==> src/rtl/mic_frame_aggregator.sv <==
// mic_frame_aggregator: gathers skewed per-mic samples into one frame behind a valid/ready single-entry buffer
module mic_frame_aggregator #(
    parameter int SAMPLE_WIDTH   = 32,
    parameter int NUM_PERIPH     = 3,
    parameter int TIMEOUT_CYCLES = 64
) (
    input  logic                                     clk_in,
    input  logic                                     rst_in,
    input  logic [SAMPLE_WIDTH-1:0]                  central_sample_in,
    input  logic                                     central_valid_in,
    input  logic [NUM_PERIPH-1:0][SAMPLE_WIDTH-1:0]  periph_samples_in,
    input  logic [NUM_PERIPH-1:0]                    periph_valid_in,
    output logic [SAMPLE_WIDTH-1:0]                  central_mic,
    output logic [NUM_PERIPH-1:0][SAMPLE_WIDTH-1:0]  peripheral_mics,
    output logic                                     frame_valid_out,
    input  logic                                     frame_ready_in,
    output logic                                     timeout_out,
    output logic [7:0]                               dropped_count_out
);
    localparam int NCH = NUM_PERIPH + 1;
    localparam int TW  = $clog2(TIMEOUT_CYCLES);

    typedef enum logic {IDLE, COLLECT} state_e;

    state_e                              state_q;
    logic [NCH-1:0]                      rx_mask_q;
    logic [TW-1:0]                       timer_q;
    logic [NCH-1:0][SAMPLE_WIDTH-1:0]    smp_q;
    logic [SAMPLE_WIDTH-1:0]             cen_q;
    logic [NUM_PERIPH-1:0][SAMPLE_WIDTH-1:0] per_q;
    logic                                fv_q;
    logic                                timeout_q;
    logic [7:0]                          dropped_q;

    logic [NCH-1:0]                      valid_now;
    logic [NCH-1:0][SAMPLE_WIDTH-1:0]    smp_in;
    logic [NCH-1:0][SAMPLE_WIDTH-1:0]    merged;
    logic                                complete;
    logic                                timeout_fire;
    logic                                load;
    logic                                drop;

    // Channel 0 is the central mic, channels 1..N the peripherals.
    assign valid_now = {periph_valid_in, central_valid_in};
    assign smp_in    = {periph_samples_in, central_sample_in};
    assign complete  = &(rx_mask_q | valid_now);
    assign timeout_fire = (state_q == COLLECT) && (timer_q == TW'(TIMEOUT_CYCLES - 1)) && !complete;
    assign load = complete && (!fv_q || frame_ready_in);
    assign drop = complete && fv_q && !frame_ready_in;

    for (genvar g = 0; g < NCH; g++) begin : g_merge
        assign merged[g] = valid_now[g] ? smp_in[g] : smp_q[g];
    end

    always_ff @(posedge clk_in or posedge rst_in) begin
        if (rst_in) begin
            state_q   <= IDLE;
            rx_mask_q <= '0;
            timer_q   <= '0;
            smp_q     <= '0;
            cen_q     <= '0;
            per_q     <= '0;
            fv_q      <= 1'b0;
            timeout_q <= 1'b0;
            dropped_q <= '0;
        end else begin
            timeout_q <= timeout_fire;
            for (int i = 0; i < NCH; i++)
                if (valid_now[i]) smp_q[i] <= smp_in[i];
            if (complete || timeout_fire) begin
                state_q   <= IDLE;
                rx_mask_q <= '0;
                timer_q   <= '0;
            end else begin
                rx_mask_q <= rx_mask_q | valid_now;
                if (state_q == COLLECT) timer_q <= timer_q + 1'b1;
                else if (|valid_now) state_q <= COLLECT;
            end
            if (load) begin
                fv_q  <= 1'b1;
                cen_q <= merged[0];
                per_q <= merged[NCH-1:1];
            end else if (frame_ready_in) begin
                fv_q <= 1'b0;
            end
            if (drop && dropped_q != 8'hff) dropped_q <= dropped_q + 8'd1;
        end
    end

    assign central_mic       = cen_q;
    assign peripheral_mics   = per_q;
    assign frame_valid_out   = fv_q;
    assign timeout_out       = timeout_q;
    assign dropped_count_out = dropped_q;
endmodule

==> config.mk <==
export PLATFORM = sky130hd
export DESIGN_NAME = mic_frame_aggregator
export DESIGN_NICKNAME = d
export VERILOG_FILES = /design/src/rtl/mic_frame_aggregator.sv
export SDC_FILE = /design/constraint.sdc
export NUM_CORES = 1
export LEC_CHECK = 0
export CAP_MARGIN = 25
export CORE_ASPECT_RATIO = 0.75
export CORE_MARGIN = 10
export CORE_UTILIZATION = 49
export DETAILED_ROUTE_END_ITERATION = 12
export GPL_TIMING_DRIVEN = 0
export PLACE_DENSITY = 0.85
export SLEW_MARGIN = 40
export SYNTH_ARGS = -nofsm -noshare
export SYNTH_HDL_FRONTEND = slang
export SYNTH_SLANG_ARGS = --single-unit
==> constraint.sdc <==
create_clock -name clk_in -period 12.8 [get_ports clk_in]
set_input_delay 2.56 -clock clk_in [delete_from_list [all_inputs] [get_ports clk_in]]
set_output_delay 2.56 -clock clk_in [all_outputs]
set_load 0.05 [all_outputs]
==> results of run 1 <==
[sequential cells by signal (all words and copies together) (netlist names)]
name,cells
smp_q,128
peripheral_mics,96
timeout_out,1
frame_valid_out,1
central_mic,32
dropped_count_out,8
timer_q,6
rx_mask_q,4
state_q,1
[routing by layer]
layer  GRT usage, %  wire [µm]  vias to the layer above
li1               -          -                     2801
met4          3.326        410                        0
met2          28.12      12000                      200
met3          6.744       2713                       32
met5              0          0                        -
met1          23.01      11260                     3149
[layout make-up]
cell class / instances / share of cell area (%)
Clock inverter: 8 / 0.3177
Antenna cell: 1 / 0.01672
Multi-Input combinational cell: 321 / 25.08
Inverter: 1 / 0.07524
Timing Repair Buffer: 271 / 18.48
Buffer: 31 / 1.856
Clock buffer: 41 / 5.401
Sequential cell: 277 / 46.32
Tap cell: 294 / 2.458
[report_power, final]
part	switching, W	internal [W]	leakage [nW]
Sequential	0.000162	0.00115	3.27
Clock	0.000325	0.000435	0.429
Combinational	0.00117	0.000873	2.80
Total	0.00166	0.00246	6.50
[worst min path at each step]
stage / from / to
after CTS: smp_q[73] / smp_q[73]
final: central_mic[0] / central_mic[0]
after detailed placement: smp_q[122] / smp_q[122]
after global placement: central_mic[5] / central_mic[5]
after global routing: smp_q[62] / smp_q[62]
after floorplan: smp_q[0] / smp_q[0]
[cells by family after synthesis]
family | after synthesis | share of synthesized area [%]
xor gates and xnor gates | 10 | 0.7987
buffers and inverters | 32 | 2.567
and+or+nand+nor | 40 | 1.848
muxes | 257 | 30.50
DFF | 277 | 63.21
AOI/OAI and AO/OA | 12 | 0.8556
adders and majority gates | 2 | 0.2281
[metrics by stage]
step / cell area, µm² / cells
2_1_floorplan: 10970 / 630
3_3_place_gp: 14020 / 1192
3_5_place_dp: 14110 / 1195
4_1_cts: 14960 / 1244
5_1_grt: 14960 / 1244
6_report: 14970 / 1245
[placed cells by master, fill, tap and decap left out, types with 6 or more instances in the layout]
cell type        instances
mux2_4                 120
dfrtp_1                277
buf_8                   10
clkbuf_1                16
xnor2_1                  7
clkdlybuf4s50_1        268
nor2_1                  13
clkinv_2                 6
mux2_1                   9
nand2_1                  6
clkbuf_16               27
clkbuf_8                 8
mux2_2                 128
==> Flow_metrics.wiki, run 1 <==
{| class="wikitable"
! Metric !! Value
|-
| Clk buf depth || 3
|-
| Crit path capture || dropped_count_out[3]
|-
| Total congestion overflow || 0
|-
| Number of ports placed on the die boundary || around 270
|-
| Post-synthesis instance total || 630
|-
| Worst-path clk slew || 0.06 ns
|-
| Buf+Inv Stages, Crit Path || 1
|-
| Max-slew headroom at the worst pin || 51.59%
|-
| Clock period minus final worst setup slack || about 4.4 ns
|-
| Share of cells above drive strength 1 || about a third
|-
| Post-DR vias/cell || between 4 and 5
|-
| Clock Tree Root || clkbuf_16
|-
| Hold slack || 0.4918 ns
|-
| Series of cell instances along the critical path || clkdlybuf4s50_1
|-
| Share of the synthesized area in the top cell type || a little over three fifths
|-
| Number of gates resized after CTS || 0
|-
| Number of buffer cells added on primary ports || about 270
|-
| Final Hold Viols || 0
|-
| Footprint of the multi-input gates || 0.003754 mm²
|-
| Highest-delay cell along the critical path || clkdlybuf4s50_1
|-
| CTS buffer count || 27
|-
| Final setup margin || about 8.4 ns
|-
| Total standard cell area after synthesis || 0.01097 mm²
|-
| Relative area change from synthesis to final layout || 36.46%
|-
| Fin. max-slew vios || 0
|-
| Startpoint types || flip-flop
|-
| CP max FO || 5
|-
| Antenna viol nets, final || 0
|-
| Cell types with the highest counts after synthesis || dfrtp_1, mux2_2, mux2_4
|-
| Fraction of synthesis flops using an asynchronous set or reset pin || 100.0%
|-
| Most instantiated flip-flop cell in the synthesis netlist || dfrtp_1
|-
| Setup repair after global routing missed its margin || no
|-
| Transition time at the pin with the least slew margin || a little over 0.7 ns
|-
| Category of the worst setup path capture point || output port
|-
| Hold-critical path depth || 1
|-
| Launching element of the worst setup path || dropped_count_out[3]
|-
| Vertical die dimension || 149.6 µm
|-
| HPWL Detailed || between 15000 and 20000 µm
|-
| Slack of the worst reg-to-reg path || ~11 ns
|-
| Sequential area share after synthesis || a little over three fifths
|-
| DR WL/cell || about 21 µm
|-
| First-pass GRT wire length || about 40000 µm
|-
| Clock tree from TritonCTS || yes
|-
| Register area || ~0.0069 mm²
|-
| Setup skew after layout || ~0.015 ns
|-
| Crit share post-route || approximately 34%
|-
| Required time reported for the critical path endpoint || around 10 ns
|-
| Worst-case setup slack after placement || between 8 and 9 ns
|-
| Synth Area per Inst || 17.41 µm²
|-
| Arrival time reported for the critical path endpoint || 1.81 ns
|-
| IR Drop Worst-Case VDD || 0.0001644 V
|-
| Number of synthesis warnings || 0
|-
| Maximum number of pins on one net before global-route repair || 82
|-
| Setup TNS Final || 0 ns
|-
| Max_cap viols || 0
|-
| R2R Path Start || dropped_count_out[0]
|-
| Post-synthesis cell type with the largest combined area || dfrtp_1
|-
| Total Nets Final || about 1100
|-
| Count of clock tree sinks || approximately 280
|-
| Power density normalized to cell area || between 200 and 300 mW/mm²
|-
| Kind of cell with the highest combined delay on the critical path || buffers and inverters
|-
| Final setup violation count || 0
|-
| DRC violations left || 0
|-
| Setup Crit Path Kind || reg2out
|-
| Number of buffers added to fix hold violations after cts || 0
|-
| Cell with the most instances after synthesis || dfrtp_1
|-
| Initial DRC Count || 248
|-
| Clock latency at the later pin of the worst-skew pair || about 0.53 ns
|-
| Class of the most critical hold timing path || reg2reg
|-
| Max Clock Freq || about 230 MHz
|-
| Detailed-route via count || 6182
|-
| Number of register bits inferred by synthesis || about 280
|-
| Total routing usage reported by global routing || 17.76%
|-
| Leakage || about 6.5 nW
|-
| Number of flops mapped to enable cells by yosys || 0
|-
| Outcome || complete, no violations
|-
| Number of distinct library cells after synthesis || 30
|-
| Crit Reg-Reg Endpoint || dropped_count_out[1]
|-
| Initial antenna violation count || 2
|-
| Effective utilization at floorplan || slightly below 50%
|-
| Number of global-route vias before repair || 6850
|-
| Post-CTS Repair Setup Buffers || 0
|-
| Syn_nets || ~770
|-
| Final-layout fill cell count || roughly 1500
|-
| Floorplan die area || roughly 0.029 mm²
|-
| Number of standard-cell rows in the floorplan || 47
|-
| Crit-path max cell delay || 0.85 ns
|-
| Reg2reg path depth || 5
|-
| Number of optimization iterations in the first detailed-route pass || 4
|-
| Placer Congestion || approximately 0.77
|-
| Utilization after layout || between 60% and 70%
|-
| H-Tree Depth || 1
|-
| Die X-Extent || slightly below 200 µm
|-
| Sum of routed wire length over all layers || 26380 µm
|-
| Overall power after layout || ~0.0041 W
|-
| Placeable core area || approximately 0.022 mm²
|-
| Cell count along the critical path || 1
|-
| Leading cell types by total area after synthesis || dfrtp_1, mux2_4, mux2_2, buf_8, mux2_1
|}
Note: power is estimated with default switching activity, not from simulation.
==> run 2: changes to the inputs <==
--- a/config.mk
+++ b/config.mk
@@ -8,10 +8,10 @@
 export CAP_MARGIN = 25
 export CORE_ASPECT_RATIO = 0.75
 export CORE_MARGIN = 10
-export CORE_UTILIZATION = 49
+export CORE_UTILIZATION = 45
 export DETAILED_ROUTE_END_ITERATION = 12
 export GPL_TIMING_DRIVEN = 0
-export PLACE_DENSITY = 0.85
+export PLACE_DENSITY = 0.82
 export SLEW_MARGIN = 40
 export SYNTH_ARGS = -nofsm -noshare
 export SYNTH_HDL_FRONTEND = slang
==> constraint.sdc (replaced) <==
create_clock -name clk_in -period 3.65 [get_ports clk_in]
set_input_delay 0.73 -clock clk_in [delete_from_list [all_inputs] [get_ports clk_in]]
set_output_delay 0.73 -clock clk_in [all_outputs]
set_load 0.05 [all_outputs]
==> Flow_metrics.wiki, run 2 (same netlist as run 1, synthesis figures left out) <==
{| class="wikitable"
! Metric !! Value
|-
| Outcome || complete, no violations (unchanged)
|-
| Final setup margin || 1.107 ns (was 8.427 ns)
|-
| Number of ports placed on the die boundary || 273 (unchanged)
|-
| Vertical die dimension || 155.2 µm (was 149.6 µm)
|-
| Power density normalized to cell area || 964.6 mW/mm² (was 275.2 mW/mm²)
|-
| Effective utilization at floorplan || 45.75% (was 49.73%)
|-
| Worst-case setup slack after placement || 1.100 ns (was 8.417 ns)
|-
| Post-DR vias/cell || 4.828 (was 4.965)
|-
| Clk buf depth || 3 (unchanged)
|-
| Number of buffer cells added on primary ports || 268 (unchanged)
|-
| Antenna viol nets, final || 0 (unchanged)
|-
| Highest-delay cell along the critical path || clkdlybuf4s50_1 (unchanged)
|-
| Number of optimization iterations in the first detailed-route pass || 4 (unchanged)
|-
| Total routing usage reported by global routing || 16.74% (was 17.76%)
|-
| Met1 Use GR || 22.54% (was 23.01%)
|-
| Clock Tree Root || clkbuf_16 (unchanged)
|-
| DRC violations left || 0 (unchanged)
|-
| Max_cap viols || 0 (unchanged)
|-
| Transition time at the pin with the least slew margin || 0.6953 ns (was 0.7262 ns)
|-
| Setup skew after layout || 0.009578 ns (was 0.01505 ns)
|-
| Required time reported for the critical path endpoint || 2.92 ns (was 10.24 ns)
|-
| Busiest layer in global routing || met2 (unchanged)
|-
| First-pass GRT wire length || 41970 µm (was 40320 µm)
|-
| Crit-path max cell delay || 0.87 ns (was 0.85 ns)
|-
| Biggest register || smp_q (unchanged)
|-
| Total Nets Final || 1077 (was 1067)
|-
| Sum of routed wire length over all layers || 26350 µm (was 26380 µm)
|-
| Clock latency at the later pin of the worst-skew pair || 0.53 ns (about the same)
|-
| Cell count along the critical path || 1 (unchanged)
|-
| CTS buffer count || 28 (was 27)
|-
| Initial DRC Count || 156 (was 248)
|-
| HPWL Detailed || 19290 µm (was 18880 µm)
|-
| Post-route cell area || 0.01533 mm² (was 0.01497 mm²)
|-
| Hold-critical path depth || 1 (unchanged)
|-
| Met3 capacity usage during global routing || 5.644% (was 6.744%)
|-
| Total congestion overflow || 0 (unchanged)
|-
| Met2 global-route usage || 25.93% (was 28.12%)
|-
| Number of standard-cell rows in the floorplan || 49 (was 47)
|-
| Commonest non-fill, non-tap cells in the layout || dfrtp_1, clkdlybuf4s50_1, mux2_2 (unchanged)
|-
| Fin. max-slew vios || 0 (unchanged)
|-
| Kind of cell with the highest combined delay on the critical path || buffers and inverters (unchanged)
|-
| Placer Congestion || 0.7681 (was 0.7716)
|-
| DR WL/cell || 20.37 µm (was 21.18 µm)
|-
| CP max FO || 4 (was 5)
|-
| Series of cell instances along the critical path || clkdlybuf4s50_1 (unchanged)
|-
| Detailed-route via count || 6248 (was 6182)
|-
| Clock period minus final worst setup slack || approximately 2.5 ns
|-
| Utilization after layout || 63.95% (was 67.86%)
|-
| Clock tree from TritonCTS || yes (unchanged)
|-
| Number of buffers added to fix hold violations after cts || 0 (unchanged)
|-
| IR Drop Worst-Case VDD || 0.0005415 V (was 0.0001644 V)
|-
| Number of gates resized after CTS || 0 (unchanged)
|-
| Class of the most critical hold timing path || reg2reg (unchanged)
|-
| Max-slew headroom at the worst pin || 53.65% (was 51.59%)
|-
| Overall power after layout || 0.01479 W (was 0.004118 W)
|-
| Maximum number of pins on one net before global-route repair || 27 (was 82)
|-
| Startpoint types || flip-flop (unchanged)
|-
| Share of cells above drive strength 1 || 34.41% (was 33.58%)
|-
| Category of the worst setup path capture point || output port (unchanged)
|-
| Worst-path clk slew || 0.06 ns (about the same)
|-
| Count of clock tree sinks || 277 (unchanged)
|-
| H-Tree Depth || 1 (unchanged)
|-
| Post-CTS Repair Setup Buffers || 0 (unchanged)
|-
| Setup repair after global routing missed its margin || no (unchanged)
|-
| Final setup violation count || 0 (unchanged)
|-
| Initial antenna violation count || 0 (was 2)
|-
| Crit share post-route || a little over two thirds
|-
| DP Area || 0.01435 mm² (was 0.01411 mm²)
|-
| Most common cell after layout, fill and taps aside || dfrtp_1 (unchanged)
|-
| Max Clock Freq || around 400 MHz
|-
| Die X-Extent || 200.3 µm (was 192.7 µm)
|-
| Hold slack || 0.4837 ns (was 0.4918 ns)
|-
| Setup Crit Path Kind || reg2out (unchanged)
|-
| Reg2reg path depth || 5 (unchanged)
|-
| Relative area change from synthesis to final layout || 39.78% (was 36.46%)
|-
| Final Hold Viols || 0 (unchanged)
|-
| Placeable core area || 0.02397 mm² (was 0.02205 mm²)
|-
| Flip-flop count of the largest register after layout || 128 (unchanged)
|-
| Floorplan die area || 0.03108 mm² (was 0.02883 mm²)
|-
| Arrival time reported for the critical path endpoint || 1.81 ns (about the same)
|-
| Leakage || 6.639 nW (was 6.504 nW)
|-
| Buf+Inv Stages, Crit Path || 1 (unchanged)
|-
| Number of global-route vias before repair || 7005 (was 6850)
|}
run 2: cell types whose count changed in the layout (fill, tap and decap cells not counted), sizes merged:
| cell | delta |
|---|---|
| buf | +9 |
| bufinv | +4 |
| clkbuf | -3 |
| clkinvlp | +3 |
| inv | -1 |
run 2: worst reg2reg max path: cells and delay by family (launching register included):
family	cells	cell delay [ns]
AOI/OAI and AO/OA	1	0.45
muxes	1	0.33
DFF	1	0.42
adders and majority gates	1	0.23
and+or+nand+nor	2	0.39
run 2: per-layer routing:
layer,routed length (µm),up-vias
met4,440,0
met5,0,-
li1,-,2836
met3,1926,31
met2,11890,189
met1,12100,3192
run 2: per-stage QoR:
step	std cells	setup TNS, ns
2_1_floorplan	630	-206.46
3_3_place_gp	1229	-732.84
3_5_place_dp	1241	0
4_1_cts	1293	0
5_1_grt	1293	0
6_report	1294	0
run 2: cell type report:
type / count / area [µm²]
Buffer: 31 / 277.8
Inverter: 1 / 7.507
Timing Repair Buffer: 280 / 2968
Fill cell: 1709 / 8642
Antenna cell: 1 / 2.502
Clock inverter: 14 / 185.2
Clock buffer: 38 / 789.5
Tap cell: 331 / 414.1
Multi-Input combinational cell: 321 / 3754
Sequential cell: 277 / 6932
run 2: where the power goes:
part           switching (W)  internal (W)  total [W]
Sequential          0.000570       0.00403    0.00460
Clock                0.00119       0.00180    0.00299
Combinational        0.00411       0.00308    0.00719
Total                0.00587       0.00892     0.0148
run 2: final timing paths:
kind	start	endpoint	slack [ns]
worst max-delay path	dropped_count_out[0]	dropped_count_out[0]	1.11
worst min-delay path	central_mic[6]	central_mic[6]	0.48
worst max register to register	dropped_count_out[0]	dropped_count_out[1]	1.72
worst min register to register	central_mic[6]	central_mic[6]	0.48
max in group asynchronous	rst_in	peripheral_mics[30]	1.97
min in group asynchronous	rst_in	smp_q[72]	0.61
==> run 3: changes to the inputs <==
--- a/config.mk
+++ b/config.mk
@@ -8,10 +8,10 @@
 export CAP_MARGIN = 25
 export CORE_ASPECT_RATIO = 0.75
 export CORE_MARGIN = 10
-export CORE_UTILIZATION = 45
+export CORE_UTILIZATION = 49
 export DETAILED_ROUTE_END_ITERATION = 12
 export GPL_TIMING_DRIVEN = 0
-export PLACE_DENSITY = 0.82
+export PLACE_DENSITY = 0.85
 export SLEW_MARGIN = 40
 export SYNTH_ARGS = -nofsm -noshare
 export SYNTH_HDL_FRONTEND = slang
==> constraint.sdc (replaced) <==
create_clock -name clk_in -period 2.6 [get_ports clk_in]
set_input_delay 0.52 -clock clk_in [delete_from_list [all_inputs] [get_ports clk_in]]
set_output_delay 0.52 -clock clk_in [all_outputs]
set_load 0.05 [all_outputs]
==> Flow_metrics.wiki, run 3 (same netlist as run 1, synthesis figures left out) <==
{| class="wikitable"
! Metric !! Value
|-
| Worst-path clk slew || 0.06 ns (about the same)
|-
| DR WL/cell || 21.06 µm (was 20.37 µm)
|-
| Flip-flop count of the largest register after layout || 128 (unchanged)
|-
| Setup TNS Final || 0 ns (unchanged)
|-
| Highest-delay cell along the critical path || clkdlybuf4s50_1 (unchanged)
|-
| Number of optimization iterations in the first detailed-route pass || 4 (unchanged)
|-
| Clock Tree Root || clkbuf_16 (unchanged)
|-
| Int Pwr || 0.01215 W (was 0.008918 W)
|-
| Initial antenna violation count || 1 (was 0)
|-
| Total congestion overflow || 0 (unchanged)
|-
| DRC violations left || 0 (unchanged)
|-
| Maximum number of pins on one net before global-route repair || 28 (was 27)
|-
| Number of buffers added to fix hold violations after cts || 0 (unchanged)
|-
| Crit-path max cell delay || 0.88 ns (was 0.87 ns)
|-
| IR Drop Worst-Case VDD || 0.0008663 V (was 0.0005415 V)
|-
| Kind of cell with the highest combined delay on the critical path || buffers and inverters (unchanged)
|-
| Initial DRC Count || 225 (was 156)
|-
| Clk buf depth || 3 (unchanged)
|-
| Max Clock Freq || 427.6 MHz
|-
| Transition time at the pin with the least slew margin || 0.6762 ns (was 0.6953 ns)
|-
| Most common cell after layout, fill and taps aside || dfrtp_1 (unchanged)
|-
| CP max FO || 5 (was 4)
|-
| Clock tree from TritonCTS || yes (unchanged)
|-
| Placer Congestion || 0.7857 (was 0.7681)
|-
| Class of the most critical hold timing path || in2reg (was reg2reg)
|-
| Outcome || complete, no violations (unchanged)
|-
| Detailed-route via count || 6154 (was 6248)
|-
| First-pass GRT wire length || 40590 µm (was 41970 µm)
|-
| Clock latency at the later pin of the worst-skew pair || 0.51 ns (was 0.53 ns)
|-
| CTS buffer count || 27 (was 28)
|-
| Final-layout fill cell count || 1520 (was 1709)
|-
| Floorplan die area || 0.02883 mm² (was 0.03108 mm²)
|-
| Biggest register || smp_q (unchanged)
|-
| Post-DR vias/cell || 4.919 (was 4.828)
|-
| Final setup margin || 0.2613 ns (was 1.107 ns)
|-
| Worst-case setup slack after placement || 0.3117 ns (was 1.100 ns)
|-
| Total routing usage reported by global routing || 17.89% (was 16.74%)
|-
| H-Tree Depth || 1 (unchanged)
|-
| Startpoint types || flip-flop (unchanged)
|-
| Number of standard-cell rows in the floorplan || 47 (was 49)
|-
| Switching fraction of total power || 40.09% (was 39.69%)
|-
| Series of cell instances along the critical path || clkdlybuf4s50_1 (unchanged)
|-
| Relative contribution of combinational cells to total power || 49.9% (was 48.7%)
|-
| Total Nets Final || 1076 (was 1077)
|-
| Relative area change from synthesis to final layout || 38.04% (was 39.78%)
|-
| Count of clock tree sinks || 277 (unchanged)
|-
| Share of cells above drive strength 1 || 33.82% (was 34.41%)
|-
| Leakage || 6.573 nW (was 6.639 nW)
|-
| Crit share post-route || roughly nine tenths
|-
| Post-CTS Repair Setup Buffers || 0 (unchanged)
|-
| Clock period minus final worst setup slack || roughly 2.3 ns
|-
| Number of ports placed on the die boundary || 273 (unchanged)
|-
| Power density normalized to cell area || 1340 mW/mm² (was 964.6 mW/mm²)
|-
| Final Hold Viols || 0 (unchanged)
|-
| Number of gates resized after CTS || 0 (unchanged)
|-
| Setup skew after layout || 0.007642 ns (was 0.009578 ns)
|-
| Final setup violation count || 0 (unchanged)
|-
| Arrival time reported for the critical path endpoint || 1.82 ns (was 1.81 ns)
|-
| Number of buffer cells added on primary ports || 268 (unchanged)
|-
| Required time reported for the critical path endpoint || 2.08 ns (was 2.92 ns)
|-
| Sequential fraction of design power || 31.9% (was 31.1%)
|-
| Footprint of the multi-input gates || 0.003754 mm² (unchanged)
|-
| Die X-Extent || 192.7 µm (was 200.3 µm)
|-
| Fin. max-slew vios || 0 (unchanged)
|-
| Commonest non-fill, non-tap cells in the layout || dfrtp_1, clkdlybuf4s50_1, mux2_2 (unchanged)
|-
| Switching power total || 0.008132 W (was 0.005868 W)
|-
| Category of the worst setup path capture point || output port (unchanged)
|-
| Buf+Inv Stages, Crit Path || 1 (unchanged)
|-
| Sum of routed wire length over all layers || 26350 µm (about the same)
|-
| Setup repair after global routing missed its margin || no (unchanged)
|-
| Vertical die dimension || 149.6 µm (was 155.2 µm)
|-
| Setup Crit Path Kind || reg2out (unchanged)
|-
| Antenna viol nets, final || 0 (unchanged)
|-
| Number of global-route vias before repair || 6870 (was 7005)
|-
| Effective utilization at floorplan || 49.73% (was 45.75%)
|-
| Max_cap viols || 0 (unchanged)
|-
| Register area || 0.006932 mm² (unchanged)
|-
| Max-slew headroom at the worst pin || 54.92% (was 53.65%)
|-
| HPWL Detailed || 19600 µm (was 19290 µm)
|-
| Clock group share of total power || 18.2% (was 20.2%)
|-
| Placeable core area || 0.02205 mm² (was 0.02397 mm²)
|}
-- run 3: path summary, 6_finish.rpt --
| check | slack, ns | start | depth (start not counted) | endpoint |
|---|---|---|---|---|
| setup / recovery | 0.26 | dropped_count_out[4] | 1 | dropped_count_out[4] |
| hold / removal | 0.35 | periph_valid_in[1] | 2 | smp_q[64] |
| setup reg to reg | 0.64 | dropped_count_out[0] | 5 | dropped_count_out[1] |
| hold reg to reg | 0.49 | central_mic[3] | 1 | central_mic[3] |
| max in group asynchronous | 0.95 | rst_in | 7 | central_mic[5] |
| min in group asynchronous | 0.40 | rst_in | 2 | smp_q[100] |
-- run 3: power by group through the flow --
stage	clock network [W]	registers, W	logic (W)
after global routing	0.00398	0.00662	0.0105
after detailed placement	0	0.00649	0.0102
after global placement	0	0.00646	0.0100
final	0.00370	0.00646	0.0101
after CTS	0.00380	0.00647	0.0102
after floorplan	0	0.0101	0.00330
-- run 3: metal layers --
metal | GRT usage [%] | part of all wire, % | vias to the layer above | wire (µm)
li1 | - | - | 2823 | -
met1 | 23.16 | 42 | 3113 | 11130
met2 | 28.25 | 46 | 191 | 12060
met3 | 7.186 | 11 | 27 | 2837
met4 | 2.862 | 1.2 | 0 | 322
met5 | 0 | 0 | - | 0
-- run 3: through the flow --
step | std cells | cell area, µm² | util, % | hold slack, ns | total power [W]
finish | 1251 | 15140 | 68.65 | 0.3453 | 0.02028
global route | 1249 | 15130 | 68.62 | 0.3358 | 0.02113
CTS | 1249 | 15130 | 68.62 | 0.3240 | 0.02051
detailed placement | 1204 | 14300 | 64.84 | 0.4751 | 0.01671
global placement | 1192 | 14020 | 63.58 | 0.4689 | 0.01648
floorplan | 630 | 10970 | - | 0.4692 | 0.01340
-- run 3: cell type report --
class | instances | area share, %
sequential | 277 | 45.79
multi-input combinational | 321 | 24.80
timing repair buffer | 280 | 19.56
clock buffer | 40 | 5.182
tap | 294 | 2.430
buffer | 31 | 1.835
clock inverter | 5 | 0.3306
inverter | 1 | 0.04959
antenna | 2 | 0.03306
